**src/rtl/axis_word_packer.sv**
```systemverilog
`default_nettype none
`timescale 1ns/1ps
// +--------------------------------------------------------------------------+
// | axis_word_packer: packs RATIO narrow words into one wide AXIS beat,      |
// | with tlast every FRAME_BEATS beats or at end of stream.                  |
// | Revision: 1.0                                                            |
// +--------------------------------------------------------------------------+
module axis_word_packer #(
  parameter int IN_WIDTH    = 32,
  parameter int RATIO       = 4,
  parameter int FRAME_BEATS = 16
) (
  input  logic                           aclk,
  input  logic                           arst,
  input  logic [IN_WIDTH-1:0]            s_axis_tdata,
  input  logic                           s_axis_tvalid,
  input  logic                           s_axis_tlast,
  output logic                           s_axis_tready,
  output logic [IN_WIDTH*RATIO-1:0]      m_axis_tdata,
  output logic [IN_WIDTH*RATIO/8-1:0]    m_axis_tkeep,
  output logic                           m_axis_tvalid,
  output logic                           m_axis_tlast,
  input  logic                           m_axis_tready
);

  localparam int OUT_WIDTH  = IN_WIDTH * RATIO;
  localparam int KEEP_WIDTH = OUT_WIDTH / 8;
  localparam int LANE_BYTES = IN_WIDTH / 8;
  localparam int LANE_CW    = $clog2(RATIO);
  localparam int BEAT_CW    = (FRAME_BEATS > 1) ? $clog2(FRAME_BEATS) : 1;
  localparam logic [LANE_CW-1:0] LAST_LANE = LANE_CW'(RATIO - 1);
  localparam logic [BEAT_CW-1:0] LAST_BEAT = BEAT_CW'(FRAME_BEATS - 1);

  logic [OUT_WIDTH-1:0]  acc_data;
  logic [KEEP_WIDTH-1:0] acc_keep;
  logic [OUT_WIDTH-1:0]  merged_data;
  logic [KEEP_WIDTH-1:0] merged_keep;
  logic [LANE_CW-1:0]    lane_cnt;
  logic [BEAT_CW-1:0]    beat_cnt;
  logic                  accept;
  logic                  complete;
  logic                  beat_last;

  // Ready only depends on the output slot, so a completing word always fits.
  assign s_axis_tready = !arst && (!m_axis_tvalid || m_axis_tready);
  assign accept        = s_axis_tvalid && s_axis_tready;
  assign complete      = accept && ((lane_cnt == LAST_LANE) || s_axis_tlast);
  assign beat_last     = s_axis_tlast || (beat_cnt == LAST_BEAT);

  always_comb begin
    merged_data = acc_data;
    merged_keep = acc_keep;
    for (int k = 0; k < RATIO; k++) begin
      if (lane_cnt == LANE_CW'(k)) begin
        merged_data[k*IN_WIDTH +: IN_WIDTH]     = s_axis_tdata;
        merged_keep[k*LANE_BYTES +: LANE_BYTES] = '1;
      end
    end
  end

  always_ff @(posedge aclk or posedge arst) begin
    if (arst) begin
      acc_data      <= '0;
      acc_keep      <= '0;
      lane_cnt      <= '0;
      beat_cnt      <= '0;
      m_axis_tdata  <= '0;
      m_axis_tkeep  <= '0;
      m_axis_tlast  <= 1'b0;
      m_axis_tvalid <= 1'b0;
    end else if (complete) begin
      // Load replaces any beat draining this cycle, so there is no bubble.
      m_axis_tdata  <= merged_data;
      m_axis_tkeep  <= merged_keep;
      m_axis_tlast  <= beat_last;
      m_axis_tvalid <= 1'b1;
      acc_data      <= '0;
      acc_keep      <= '0;
      lane_cnt      <= '0;
      beat_cnt      <= beat_last ? '0 : beat_cnt + 1'b1;
    end else begin
      if (m_axis_tvalid && m_axis_tready) begin
        m_axis_tvalid <= 1'b0;
      end
      if (accept) begin
        acc_data <= merged_data;
        acc_keep <= merged_keep;
        lane_cnt <= lane_cnt + 1'b1;
      end
    end
  end

endmodule
`default_nettype wire
```
**config.mk**
```make
export PLATFORM = sky130hd
export DESIGN_NAME = axis_word_packer
export DESIGN_NICKNAME = d
export VERILOG_FILES = /design/src/rtl/axis_word_packer.sv
export SDC_FILE = /design/constraint.sdc
export NUM_CORES = 1
export LEC_CHECK = 0
export CAP_MARGIN = 20
export CORE_MARGIN = 2
export CORE_UTILIZATION = 25
export CTS_BUF_LIST = sky130_fd_sc_hd__clkbuf_8
export DETAILED_ROUTE_END_ITERATION = 10
export DONT_BUFFER_PORTS = 1
export PLACE_DENSITY = 0.36
export SLEW_MARGIN = 20
export SYNTH_ARGS = -nofsm -noshare
export SYNTH_HDL_FRONTEND = slang
export SYNTH_SLANG_ARGS = --single-unit
```
**constraint.sdc**
```tcl
create_clock -name aclk -period 27.9 [get_ports aclk]
set_input_delay 4.185 -clock aclk [delete_from_list [all_inputs] [get_ports aclk]]
set_output_delay 4.185 -clock aclk [all_outputs]
set_load 0.02 [all_outputs]
```
# Word level (Yosys, flattened, before mapping)
# Cells that the tools add are included.
dict set report totals {
  register_bits 296
  input_bits 37
  out_inout_bits 147
}
dict set report op_classes {
  addsub 2
  eq_ne 4
  n_mux 17
  reduce_logical 12
}
# operator count
set op_table {}
lappend op_table {{128-bit 2-to-1 mux} 2}
lappend op_table {{32-bit 2-to-1 mux} 4}
lappend op_table {{16-bit 2-to-1 mux} 2}
lappend op_table {{4-bit 2-to-1 mux} 5}
lappend op_table {{4-bit by 1-bit adder with 4-bit output (second input constant)} 1}
lappend op_table {{2-bit equality test (second input constant)} 2}
lappend op_table {{4-bit equality test (second input constant)} 1}
lappend op_table {{1-bit logical AND} 4}
lappend op_table {{2-bit 2-to-1 mux} 2}
lappend op_table {{2-bit nonzero test} 2}
lappend op_table {{1-bit logical OR} 3}
lappend op_table {{2-bit by 1-bit adder with 2-bit output (second input constant)} 1}
lappend op_table {{2-bit by 1-bit equality test with 1-bit output (second input constant)} 1}
lappend op_table {{1-bit logical NOT} 2}
lappend op_table {{2-bit logical NOT} 1}
lappend op_table {{1-bit 2-to-1 mux} 2}

# Logic depth before layout (Yosys ltp)
dict set report logic_depth {
  word_depth 6
  ltp_mapped 8
  ltp_nobuf 4
}

# Worst setup path after synthesis
# Ideal clock, no wire load.
dict set report synth_path {
  path_kind {input to register}
  start {in arst}
  end {reg acc_data[94]}
  setup_ns 0.067
  arrival_ns 12.055
  t_required_ns 27.833
  setup_slack_ns 15.778
  cell_stages 6
  cell_sequence {inv_1 -> and4_4 -> buf_6 -> buf_6 -> buf_6 -> a32o_1}
}
dict set report synth_via {
  elab_chain_cells 5
}
# item line_no
set synth_lines {}
lappend synth_lines {{from (decl)} 14} ;# input logic arst,
lappend synth_lines {{1-bit logical NOT (no line) *} -}
lappend synth_lines {{1-bit logical AND *} 45} ;# assign s_axis_tready = !arst && (!m_axis_tvalid || m_axis_tready);
lappend synth_lines {{1-bit logical AND *} 46} ;# assign accept = s_axis_tvalid && s_axis_tready;
lappend synth_lines {{1-bit logical AND} 47} ;# assign complete = accept && ((lane_cnt == LAST_LANE) || s_axis_tlast);
lappend synth_lines {{128-bit 2-to-1 mux or 2-bit nonzero test (tied branches)} -}
lappend synth_lines {{to (signal assigned)} 86} ;# acc_data <= merged_data;
lappend synth_lines {{to (decl)} 34} ;# logic [OUT_WIDTH-1:0] acc_data;
# Every way passes the cells marked *; elsewhere a longest branch is shown, timed or not.
# A chain may end at the register's enable or synchronous reset.

# Final worst setup path
dict set report layout_path {
  start {in m_axis_tready}
  end {out s_axis_tready}
}
dict set report layout_via {
  elab_chain_cells 2
}
# item line_no
set layout_lines {}
lappend layout_lines {{from (decl)} 23} ;# input logic m_axis_tready
lappend layout_lines {{1-bit logical OR} 45}
lappend layout_lines {{1-bit logical AND} 45}
lappend layout_lines {{to (decl)} 18} ;# output logic s_axis_tready,
# Every way passes these cells.

==> metrics.yaml <==
setup_path:
  cp-end-kind: "output pin"
  worstPathArrival_ns: 4.55
  cp_max_fo: 3
  slowest_delay_ns: 0.31
  cpLargestDelayFamily: "simple AND/OR/NAND/NOR gates"
  crit_start: "m_axis_tready"
  cp_cell_sequence: "nor2b_1, nor2_1"
  cp_data_required_time_ns: 23.72
  cp-start-kind: "input port"
  cp_num_buf_inv: 0
  critPathKind: "in -> out"
  r2r-start: "lane_cnt[0]$_DFFE_PP0P_"
  slowest_stage: "nor2_1"
status:
  status: "complete, no violations"
sta:
  hold_viol: 0
  fin_crit_sh_pct: 31.31
  finalWorstPathRequiredPeriod_ns: 8.735
  worst_pin_slew_ns: 1.089
  max_freq_mhz: 114.5
  relSlewSlack_pct: 27.40
  clock_skew_ns: 0.01877
  rsz0062_at_grt: "false"
  maxSlewViolCount: 0
  fin_setup_tns_ns: 0
  setup_slack_ns: 19.16
  setup_violations: 0
finish:
  nNetsFinal: 1033
  multi_input_area_sq_mm: 0.004662
  fin_area_sq_mm: 0.01401
  drive_gt1_share_pct: 9.773
  regArea_sq_mm: 0.007407
  fillers: 5271
  area_growth_pct: 11.59
  utilization_pct: 28.09
  diodes: 0
clocking:
  cts_tree: "yes"
  cts_setup_buffers: 0
  clock-sinks: 296
  cts_root_buf: "clkbuf_8"
  cts_resized: 0
  insertion_delay_ns: 0.64
  path_clk_slew_ns: 0.05
  holdBufCountCts: 0
  cts_made_buffers: 56
  h-tree-depth: 2
  clk_path_buf_depth: 3
route:
  vias_per_cell: 5.245
  drtAntennaViolNets: 0
  wl_microns: 41760
  m1WireLength_microns: 19460
  wl_per_cell_microns: 24.79
  drc: 0
  wl_met2_microns: 18750
  met3_length_microns: 2626
  vias: 8837
  firstDrtPassIters: 4
  drt-initial-drc-count: 567
  top_layer_used: "met4"
power:
  total_power_mw: 1.287
  ir_worst_vdd_mv: 0.03018
  power.density_mw_per_mm2: 91.84
  p_leak_nw: 5.719
yosys:
  yosysWarningCount: 0
  avgSynthCellArea_sq_um: 12.12
  synth_area_sq_mm: 0.01255
  synth-main-ff-cell: "dfrtp_1"
  synth_seq_cells: 296
  synth_async_sr_flop_share_pct: 100.0
  seq_area_frac_synth_pct: 59.01
  synth_edf_count: 0
  synth_cell_types: 32
  netlist_instances: 1036
  synth_fp_nets: 1078
die:
  dieArea_sq_mm: 0.05202
  start_util_pct: 25.18
  design.core.area_sq_mm: 0.04986
  io-pin-count: 184
  rows: 82
  die_w_microns: 228.1
  die_h_microns: 228.1
place:
  place_area_sq_mm: 0.01307
  hpwlAfterDp_microns: 22310
  place_ws_ns: 19.15
  gp_congestion: 0.6866
  port-buffer-count: 0
min_path:
  hold_start: "acc_data[106]$_DFFE_PP0P_"
  hp-class: "reg -> reg"
global_routing:
  grt_pass1_wl_microns: 63780
  grt_max_degree: 153
  grt_usage_pct: 15.96
  overflow: 0
  antenna_found_initial: 0
  grt_pass1_vias: 9242
flow_run:
  maxCapViolCount: 0
layer usage:
layer / up-vias / GRT usage [%]
li1: 3865 / -
met1: 4692 / 22.01
met2: 216 / 24.05
met3: 64 / 4.588
met4: 0 / 5.188
met5: - / 0
area by class of cell:
class | instances | share of cell area [%]
Clock buffer | 60 | 5.895
Clock inverter | 20 | 0.8128
Inverter | 3 | 0.1340
Multi-Input combinational cell | 617 | 33.28
Sequential cell | 296 | 52.88
Tap cell | 672 | 6.002
Timing Repair Buffer | 17 | 1.000
Yosys cell counts, types with 4 or more instances:
cell,n,area (sq um)
a21oi_1,144,720.7
a31oi_1,145,907.1
a32o_1,96,960.9
and2_1,36,225.2
and3_1,4,25.02
buf_1,9,33.78
buf_2,77,385.4
buf_6,4,45.04
clkbuf_1,28,105.1
dfrtp_1,296,7407
ha_1,5,62.56
mux2i_1,129,1291
nand2_1,4,15.01
nor2_1,20,75.07
o21a_1,13,97.59
per-stage QoR:
step	std cells	hold slack, ns
final	1685	0.4804
after CTS	1685	0.4851
after detailed placement	1605	0.4702
after global placement	1605	0.4689
after floorplan	1036	0.4528
after global routing	1685	0.4954
layout by cell type, fill, tap and decap left out, types with 3 or more instances in the layout:
| cell type | n |
|---|---|
| o211ai_4 | 3 |
| and2_1 | 36 |
| clkbuf_8 | 60 |
| a21oi_1 | 144 |
| clkinv_2 | 3 |
| mux2i_1 | 129 |
| nand2_1 | 4 |
| and3_1 | 4 |
| a31oi_1 | 145 |
| dfrtp_1 | 296 |
| a32o_1 | 96 |
| nor2_1 | 20 |
| inv_1 | 16 |
| buf_4 | 16 |
| ha_4 | 4 |
| o21a_1 | 13 |
logic make-up after synthesis:
group / after synthesis / share of synthesized area [%]
flops: 296 / 59.01
mux: 130 / 10.38
compound gates: 406 / 22.04
buf+inv: 123 / 4.744
fa+ha+maj: 5 / 0.4984
simple gates: 76 / 3.339
path summary, 6_finish.rpt:
kind	end	slack [ns]	cells past startpoint
min in group asynchronous	m_axis_tkeep[4]$_DFFE_PP0P_	3.47	1
setup reg to reg	beat_cnt[3]$_DFFE_PP0P_	23.98	5
hold / removal	acc_data[106]$_DFFE_PP0P_	0.48	1
hold reg to reg	acc_data[106]$_DFFE_PP0P_	0.48	1
max in group asynchronous	acc_data[113]$_DFFE_PP0P_	23.06	2
setup / recovery	s_axis_tready	19.16	2
state kept, by name, summed over array words and instances (netlist names):
register	flops
lane_cnt	2
acc_keep	16
acc_data	128
m_axis_tvalid	1
m_axis_tlast	1
m_axis_tkeep	16
beat_cnt	4
m_axis_tdata	128
power by group:
part | switching [mW] | internal (mW) | leakage [nW]
sequential | 0.153 | 0.520 | 3.71
clock | 0.186 | 0.201 | 0.537
combinational | 0.132 | 0.0934 | 1.47
Note: power is estimated with default switching activity, not from simulation.
